===== src/rtl/dmem_arbiter_if.sv =====
// rtl/dmem_arbiter_if.sv - requester and memory-side signals of the data-memory arbiter
// slave: the arbiter; master: the requesters plus the memory that sits behind the arbiter.
interface dmem_arbiter_if;
  logic        m0_req_i;
  logic        m0_we_i;
  logic [31:0] m0_addr_i;
  logic [31:0] m0_wdata_i;
  logic        m0_ack_o;
  logic [31:0] m0_rdata_o;
  logic        m1_req_i;
  logic        m1_we_i;
  logic [31:0] m1_addr_i;
  logic [31:0] m1_wdata_i;
  logic        m1_ack_o;
  logic [31:0] m1_rdata_o;
  logic        err_o;
  logic        busy_o;
  logic        mem_read_o;
  logic        mem_write_o;
  logic [31:0] mem_addr_o;
  logic [31:0] mem_wdata_o;
  logic [31:0] mem_rdata_i;

  modport slave (
    input  m0_req_i, m0_we_i, m0_addr_i, m0_wdata_i,
    input  m1_req_i, m1_we_i, m1_addr_i, m1_wdata_i,
    input  mem_rdata_i,
    output m0_ack_o, m0_rdata_o, m1_ack_o, m1_rdata_o,
    output err_o, busy_o, mem_read_o, mem_write_o, mem_addr_o, mem_wdata_o
  );

  modport master (
    output m0_req_i, m0_we_i, m0_addr_i, m0_wdata_i,
    output m1_req_i, m1_we_i, m1_addr_i, m1_wdata_i,
    output mem_rdata_i,
    input  m0_ack_o, m0_rdata_o, m1_ack_o, m1_rdata_o,
    input  err_o, busy_o, mem_read_o, mem_write_o, mem_addr_o, mem_wdata_o
  );
endinterface


===== src/rtl/dmem_arbiter.sv =====
// rtl/dmem_arbiter.sv - two-requester arbiter for the single-port data memory
// One access in flight: IDLE -> ACCESS (LATENCY cycles) -> RESP (ack pulse) -> IDLE.
module dmem_arbiter #(
  parameter int unsigned LATENCY    = 1,
  parameter int unsigned DEPTH      = 256,
  parameter bit          BYTE_ADDR  = 1'b1,
  parameter bit          FIXED_PRIO = 1'b0
) (
  input  logic           clk_i,
  input  logic           rst_i,
  dmem_arbiter_if.slave  bus
);

  typedef enum logic [1:0] {IDLE, ACCESS, RESP} state_t;

  localparam logic [3:0] CNT_INIT = 4'(LATENCY - 1);

  state_t      state;
  logic [3:0]  cnt;
  logic        last_grant;
  logic        grant;
  logic        we_q;
  logic        oor_q;
  logic [31:0] rdata_q;

  logic        win;
  logic        win_we;
  logic [31:0] win_addr;
  logic [31:0] win_wdata;
  logic [31:0] win_word;
  logic        win_oor;
  logic        any_req;

  always_comb begin
    any_req = bus.m0_req_i | bus.m1_req_i;
    win     = bus.m1_req_i;
    if (bus.m0_req_i && bus.m1_req_i)
      win = FIXED_PRIO ? 1'b0 : ~last_grant;
    win_we    = win ? bus.m1_we_i    : bus.m0_we_i;
    win_addr  = win ? bus.m1_addr_i  : bus.m0_addr_i;
    win_wdata = win ? bus.m1_wdata_i : bus.m0_wdata_i;
    win_word  = BYTE_ADDR ? {2'b00, win_addr[31:2]} : win_addr;
    win_oor   = (win_word >= DEPTH) || (BYTE_ADDR && (win_addr[1:0] != 2'b00));
  end

  assign bus.busy_o     = (state != IDLE);
  assign bus.m0_rdata_o = rdata_q;
  assign bus.m1_rdata_o = rdata_q;

  always_ff @(posedge clk_i or posedge rst_i) begin
    if (rst_i) begin
      state           <= IDLE;
      cnt             <= 4'd0;
      last_grant      <= 1'b1;
      grant           <= 1'b0;
      we_q            <= 1'b0;
      oor_q           <= 1'b0;
      rdata_q         <= 32'd0;
      bus.m0_ack_o    <= 1'b0;
      bus.m1_ack_o    <= 1'b0;
      bus.err_o       <= 1'b0;
      bus.mem_read_o  <= 1'b0;
      bus.mem_write_o <= 1'b0;
      bus.mem_addr_o  <= 32'd0;
      bus.mem_wdata_o <= 32'd0;
    end else begin
      bus.m0_ack_o <= 1'b0;
      bus.m1_ack_o <= 1'b0;
      bus.err_o    <= 1'b0;
      case (state)
        IDLE: begin
          if (any_req) begin
            grant           <= win;
            last_grant      <= win;
            we_q            <= win_we;
            oor_q           <= win_oor;
            cnt             <= CNT_INIT;
            bus.mem_addr_o  <= win_word;
            bus.mem_wdata_o <= win_wdata;
            // Out-of-range accesses walk the FSM with both strobes held low.
            bus.mem_read_o  <= !win_we && !win_oor;
            bus.mem_write_o <= win_we && !win_oor && (CNT_INIT == 4'd0);
            state           <= ACCESS;
          end
        end
        ACCESS: begin
          if (cnt != 4'd0) begin
            cnt             <= cnt - 4'd1;
            // The single write edge lands on the final ACCESS cycle.
            bus.mem_write_o <= we_q && !oor_q && (cnt == 4'd1);
          end else begin
            rdata_q         <= oor_q ? 32'd0 : bus.mem_rdata_i;
            bus.mem_read_o  <= 1'b0;
            bus.mem_write_o <= 1'b0;
            bus.m0_ack_o    <= !grant;
            bus.m1_ack_o    <= grant;
            bus.err_o       <= oor_q;
            state           <= RESP;
          end
        end
        RESP:    state <= IDLE;
        default: state <= IDLE;
      endcase
    end
  end

endmodule


===== src/flat_wrapper.sv =====
// flat-port wrapper written by rule: the top's interface ports become plain ports
module dmem_arbiter_flat 
#(
  parameter int unsigned LATENCY    = 1,
  parameter int unsigned DEPTH      = 256,
  parameter bit          BYTE_ADDR  = 1'b1,
  parameter bit          FIXED_PRIO = 1'b0
)
  (clk_i, rst_i, bus_m0_req_i, bus_m0_we_i, bus_m0_addr_i, bus_m0_wdata_i, bus_m1_req_i, bus_m1_we_i, bus_m1_addr_i, bus_m1_wdata_i, bus_mem_rdata_i, bus_m0_ack_o, bus_m0_rdata_o, bus_m1_ack_o, bus_m1_rdata_o, bus_err_o, bus_busy_o, bus_mem_read_o, bus_mem_write_o, bus_mem_addr_o, bus_mem_wdata_o);
  dmem_arbiter_if bus_i ();
  input  logic clk_i;
  input  logic rst_i;
  input wire logic [$bits(bus_i.m0_req_i)-1:0] bus_m0_req_i;
  input wire logic [$bits(bus_i.m0_we_i)-1:0] bus_m0_we_i;
  input wire logic [$bits(bus_i.m0_addr_i)-1:0] bus_m0_addr_i;
  input wire logic [$bits(bus_i.m0_wdata_i)-1:0] bus_m0_wdata_i;
  input wire logic [$bits(bus_i.m1_req_i)-1:0] bus_m1_req_i;
  input wire logic [$bits(bus_i.m1_we_i)-1:0] bus_m1_we_i;
  input wire logic [$bits(bus_i.m1_addr_i)-1:0] bus_m1_addr_i;
  input wire logic [$bits(bus_i.m1_wdata_i)-1:0] bus_m1_wdata_i;
  input wire logic [$bits(bus_i.mem_rdata_i)-1:0] bus_mem_rdata_i;
  output wire logic [$bits(bus_i.m0_ack_o)-1:0] bus_m0_ack_o;
  output wire logic [$bits(bus_i.m0_rdata_o)-1:0] bus_m0_rdata_o;
  output wire logic [$bits(bus_i.m1_ack_o)-1:0] bus_m1_ack_o;
  output wire logic [$bits(bus_i.m1_rdata_o)-1:0] bus_m1_rdata_o;
  output wire logic [$bits(bus_i.err_o)-1:0] bus_err_o;
  output wire logic [$bits(bus_i.busy_o)-1:0] bus_busy_o;
  output wire logic [$bits(bus_i.mem_read_o)-1:0] bus_mem_read_o;
  output wire logic [$bits(bus_i.mem_write_o)-1:0] bus_mem_write_o;
  output wire logic [$bits(bus_i.mem_addr_o)-1:0] bus_mem_addr_o;
  output wire logic [$bits(bus_i.mem_wdata_o)-1:0] bus_mem_wdata_o;
  assign bus_i.m0_req_i = bus_m0_req_i;
  assign bus_i.m0_we_i = bus_m0_we_i;
  assign bus_i.m0_addr_i = bus_m0_addr_i;
  assign bus_i.m0_wdata_i = bus_m0_wdata_i;
  assign bus_i.m1_req_i = bus_m1_req_i;
  assign bus_i.m1_we_i = bus_m1_we_i;
  assign bus_i.m1_addr_i = bus_m1_addr_i;
  assign bus_i.m1_wdata_i = bus_m1_wdata_i;
  assign bus_i.mem_rdata_i = bus_mem_rdata_i;
  assign bus_m0_ack_o = bus_i.m0_ack_o;
  assign bus_m0_rdata_o = bus_i.m0_rdata_o;
  assign bus_m1_ack_o = bus_i.m1_ack_o;
  assign bus_m1_rdata_o = bus_i.m1_rdata_o;
  assign bus_err_o = bus_i.err_o;
  assign bus_busy_o = bus_i.busy_o;
  assign bus_mem_read_o = bus_i.mem_read_o;
  assign bus_mem_write_o = bus_i.mem_write_o;
  assign bus_mem_addr_o = bus_i.mem_addr_o;
  assign bus_mem_wdata_o = bus_i.mem_wdata_o;
  dmem_arbiter #(.LATENCY(LATENCY), .DEPTH(DEPTH), .BYTE_ADDR(BYTE_ADDR), .FIXED_PRIO(FIXED_PRIO)) u_core (.clk_i(clk_i), .rst_i(rst_i), .bus(bus_i));
endmodule

===== config.mk =====
export PLATFORM = sky130hd
export DESIGN_NAME = dmem_arbiter_flat
export DESIGN_NICKNAME = d
export VERILOG_FILES = /design/src/rtl/dmem_arbiter_if.sv /design/src/rtl/dmem_arbiter.sv /design/src/flat_wrapper.sv
export SDC_FILE = /design/constraint.sdc
export NUM_CORES = 1
export LEC_CHECK = 0
export ABC_AREA = 1
export CELL_PAD_IN_SITES_DETAIL_PLACEMENT = 0
export CELL_PAD_IN_SITES_GLOBAL_PLACEMENT = 2
export CORE_MARGIN = 4
export CORE_UTILIZATION = 20
export DETAILED_ROUTE_END_ITERATION = 8
export HOLD_SLACK_MARGIN = 0.1
export PLACE_DENSITY_LB_ADDON = 0.2
export SLEW_MARGIN = 20
export SYNTH_ARGS = -nofsm -noshare
export SYNTH_HDL_FRONTEND = slang
export SYNTH_SLANG_ARGS = --single-unit

===== constraint.sdc =====
create_clock -name clk_i -period 3.7 [get_ports clk_i]
set_input_delay 0.37 -clock clk_i [delete_from_list [all_inputs] [get_ports clk_i]]
set_output_delay 0.37 -clock clk_i [all_outputs]
set_load 0.01 [all_outputs]

# Word-level counts from Yosys, hierarchy flattened
# Index checks and enable logic that the tools add are counted.
# word_totals
reg_bits	109
in_bits	166
out_inout_bits	134
# op_classes
add_sub_neg	1
n_lt_le_gt_ge	1
n_eq_ne	5
mux	23
bitwise_logic	3
reduce_logical	21
# ops
op	n
$mux 32	3
$ge 30x9->1 const B	1
$mux 1	12
$mux 4	2
$pmux 4 s2	1
$reduce_and 2->1	4
$reduce_and 3->1	2
$reduce_bool 2->1	3
$logic_and 1x1->1	5
$eq 4x1->1 const B	1
$logic_not 1->1	4
$mux 2	2
$ne 2x1->1 const B	2
$pmux 1 s2	2
$pmux 2 s2	1
$reduce_bool 4->1	1
$sub 4x1->4 const B	1
$eq 2x1->1 const B	1
$logic_not 2->1	1
$ne 2x2->1 const B	1
$not 1->1	2
$logic_or 1x1->1	1
$or 1x1->1	1

# Depth between registers and ports, before layout
# logic_depth
ltp_word	9
mapped_depth	13
ltp_nobuf	11

# Worst setup path after synthesis
# Ideal clock, no wire load.
# synth_timing
path_type	reg-to-reg
start	register u_core.last_grant
end	register u_core.oor_q
setup_ps	123
arrival_ps	1444
t_required_ps	3577
path_slack_ps	2133
path_stages_with_launch	14
path_cell_list	dfstp_2 nand2_2 nand2_2 buf_6 buf_6 nand2_1 nand2_1 nand2_1 nor2_1 nand2_1 nor2_2 nand2_1 nand2_1 o21ai_1
# synth_between
elab_chain_len	5
word_cells_on_any_way	6
# synth_lines
element	line_no	source
start, declared	dmem_arbiter.sv:20	logic last_grant;
start signal, assigned	dmem_arbiter.sv:74	last_grant <= win;
$not 1->1 *	dmem_arbiter.sv:38	win = FIXED_PRIO ? 1'b0 : ~last_grant;
$mux 1 *	dmem_arbiter.sv:37	if (bus.m0_req_i && bus.m1_req_i)
$mux 32 *	dmem_arbiter.sv:40	win_addr = win ? bus.m1_addr_i : bus.m0_addr_i;
$ge 30x9->1 or $reduce_bool 2->1 (tied branches)	dmem_arbiter.sv:43	win_oor = (win_word >= DEPTH) || (BYTE_ADDR && (win_addr[1:0] != 2'b00));
$logic_or 1x1->1 *	dmem_arbiter.sv:43	
end signal, assigned	dmem_arbiter.sv:76	oor_q <= win_oor;
end, declared	dmem_arbiter.sv:23	logic oor_q;
# Mark *: on every way between the ends. The rest lies on a longest branch, timed or not.
# A chain may end at the register's enable or synchronous reset.

# Final worst setup path
# Same ends and word-level chain as after synthesis.

==> results.md <==
* Worst hold-check path type: register to register
* Final HPWL DP at between 10,000 and 15,000 um
* GPL Wtd Cong at 0.689
* Post-synth top area share at 51.7%
* GRT Total Usage at between 10% and 20%
* RSZ-0062 raised after global routing: false
* Number of buffers created by CTS at 9
* CTS tree: yes
* Sw Share at about two fifths
* Adder-Cell Fraction of Synth Area at 0.719%
* Maximum clock rate at between 0.4 and 0.5 GHz
* Final setup viols at 0
* CP max FO at 44
* Crit start category: register
* Register area at 2730 um2
* Largest family of logic cells by synthesized area: simple AND/OR/NAND/NOR gates
* Layout area overhead at 64.4%
* Post-DRT Antenna Nets at 0
* Largest net degree at the start of global routing at 110
* Worst slew margin at approximately 52%
* Post-synthesis average cell area at 8.09 um2
* Pwr Density at 763 nW/um2
* Peak supply drop at 0.311 mV
* Critical Path AT at 2480 ps
* Site Rows at 58
* Synth Instances at 646
* Net Sw Power at 2.53 mW
* Final Instance Area at ~8600 um2
* Starting Density at 20.5%
* P_int at 4.02 mW
* Slack of the worst reg-to-reg path at 1450 ps
* Vias per Instance at 4.08
* Final core utilization at 33.7%
* Commonest non-fill, non-tap cell in the layout: clkdlybuf4s50_1
* Critical path endpoint category: register
* Core Region at 25,500 um2
* Nets at 1,063
* Ports at 300
* Setup Total Neg Slack at 0 ps
* Register area share after synthesis at 52.2%
* Leakage power at 3.78 nW
* Netlist cell types at 28
* Sequential power share at 32.5%
* Final Routed Wirelength at 19,400 um
* Final Skew at between 10 and 15 ps
* Final hold viol count at 0
* Cts hold-fix bufs at 0
* PostCTS Resize Cnt at 0
* Final Power at 6.55 mW
* Dominant cells by area after synthesis: dfrtp_1 (52%), nand2_1 (14%), o21ai_0 (7.5%)
* Max-Cap Viols at 0
* Yosys warnings at 0
* Area of the multi-input gates at 1960 um2
* Syn Std Cell Area at 5220 um2
* Xor and xnor area share after synthesis at 0.168%
* Mux cell area share after synthesis at 0.192%
* Final worst-path cycle share at 60.8%
* Die Y-Extent at between 150 and 200 um
* Crit path kind: register to register
* Clock power share at 15.9%
* Die ar. at 28,800 um2
* Required time worst endpoint at between 3000 and 4000 ps
* Routed len/inst at 15.7 um
* Share of cells above drive strength 1 at 4.23%
* Remaining DRCs at 0
* Biggest area consumer among synthesized cells: dfrtp_1
* GR Overflow Total at 0
* CTS sink cnt at between 100 and 150
* Commonest cells after routing, fill and taps aside: clkdlybuf4s50_1 (297), nand2_1 (199), dfrtp_1 (108)
* Outcome: completed
* CTS clk-pin slew, worst paths at approximately 90 ps
* Chip width at 170 um
* Number of global-route vias before repair at 5,213
* Post-CTS Setup Inserts at 0
* Clk_lat worst skew at 360 ps
* IO Port Bufs at 297
* Initial drt markers at 230
* First-pass GRT wire length at 30,000 um
* Final min period at 2250 ps
* Placed cell areas at 8280 um2
* Power share of the combinational group at 51.6%
* H-tree depth at 3
* Pre-Repair DR Iteration Count at 4
* Root Buffer: clkbuf_16
* Simple-gate share of the synthesized area at between 20% and 30%
* Yosys reg bits at ~110
* Initial antenna violation count at 2
* Slew Viols, Final at 0
* Via Count at 5,023
* Deepest clock path buffer count at 2
* Actual slew at the worst max-slew pin at between 700 and 800 ps
* Compound-Gate Fraction of Synth Area at 10.6%
* Fill count at 2,670
-- metal layers --
| layer | share of wire, % | wire, um | vias to the layer above | track usage (%) |
|---|---|---|---|---|
| met2 | 45 | 8730 | 213 | 21.2 |
| met4 | 1.0 | 194 | 2 | 3.54 |
| met5 | 0.067 | 13 | - | 0 |
| met3 | 11 | 2080 | 15 | 5.43 |
| met1 | 43 | 8340 | 2258 | 16.6 |
| li1 | - | - | 2535 | - |
-- flip-flops by register name (all words and copies together), names as in the netlist --
name	count
u_core.bus.mem_addr_o	30
u_core.bus.m0_ack_o	1
u_core.bus.mem_read_o	1
u_core.bus.err_o	1
u_core.bus.mem_wdata_o	32
u_core.we_q	1
u_core.bus.m0_rdata_o	32
u_core.oor_q	1
u_core.last_grant	1
u_core.bus.mem_write_o	1
u_core.state	2
u_core.bus.m1_ack_o	1
u_core.cnt	4
u_core.grant	1
-- path summary, 6_finish.rpt --
path | end | startpoint | cells past startpoint
max | u_core.oor_q | u_core.last_grant | 12
min | u_core.bus.m0_ack_o | u_core.grant | 1
max reg2reg | u_core.oor_q | u_core.last_grant | 12
min reg2reg | u_core.bus.m0_ack_o | u_core.grant | 1
max in group asynchronous | u_core.bus.m0_ack_o | rst_i | 3
min in group asynchronous | u_core.bus.mem_wdata_o[0] | rst_i | 3
-- kinds of logic after synthesis --
group | count (synthesis)
XOR/XNOR | 1
adder cells (fa/ha/maj) | 3
multiplexers | 1
flip-flops | 109
AND/OR/NAND/NOR | 327
other | 1
AO/OA/AOI/OAI | 105
buffers and inverters | 99
-- stage by stage --
| step | instances | worst slack (ps) | hold WS [ps] |
|---|---|---|---|
| floorplan | 647 | 458 | 403 |
| global placement | 1213 | 1080 | 421 |
| detailed placement | 1213 | 1050 | 422 |
| CTS | 1229 | 1390 | 434 |
| global route | 1230 | 1210 | 452 |
| finish | 1230 | 1450 | 434 |
-- worst max-delay path, stage by stage, from the launching register on --
cell	delay, ps
dfstp_2	560
nand2_2	170
nand2_2	110
buf_4	440
nand2_1	100
nand2_1	110
nand2_1	60
nor2_1	150
nand2_1	100
nor2_2	120
nand2_1	80
nand2_1	60
o21ai_1	60
-- synthesized netlist by cell type, drive strengths merged --
library cell	n
nand2	203
dfrtp	108
o21ai	82
nor2	73
buf	54
nand3	36
inv	26
clkbuf	18
a31oi	17
nand3b	12
a21oi	3
ha	3
nand4	2
o21a	2
clkinv	1
conb	1
dfstp	1
mux2i	1
o22ai	1
or2	1
xor2	1
-- cell type report --
| class | count | area share, % |
|---|---|---|
| well taps | 330 | 4.81 |
| flip-flops and latches | 109 | 31.8 |
| multi-input cells | 439 | 22.9 |
| repair buffers | 308 | 35.7 |
| diodes | 1 | 0.0291 |
| inverters | 27 | 1.21 |
| clock inverters | 7 | 0.947 |
| clock buffers | 9 | 2.62 |
-- power groups by stage --
stage          Clock, mW  Combinational (mW)  Sequential, mW
6_report            1.04                3.38            2.13
4_1_cts             1.10                3.48            2.14
2_1_floorplan          0                1.49            2.33
3_5_place_dp           0                3.47            2.15
3_3_place_gp           0                3.52            2.14
5_1_grt             1.13                3.77            2.20
(Power assumes the default switching activity.)
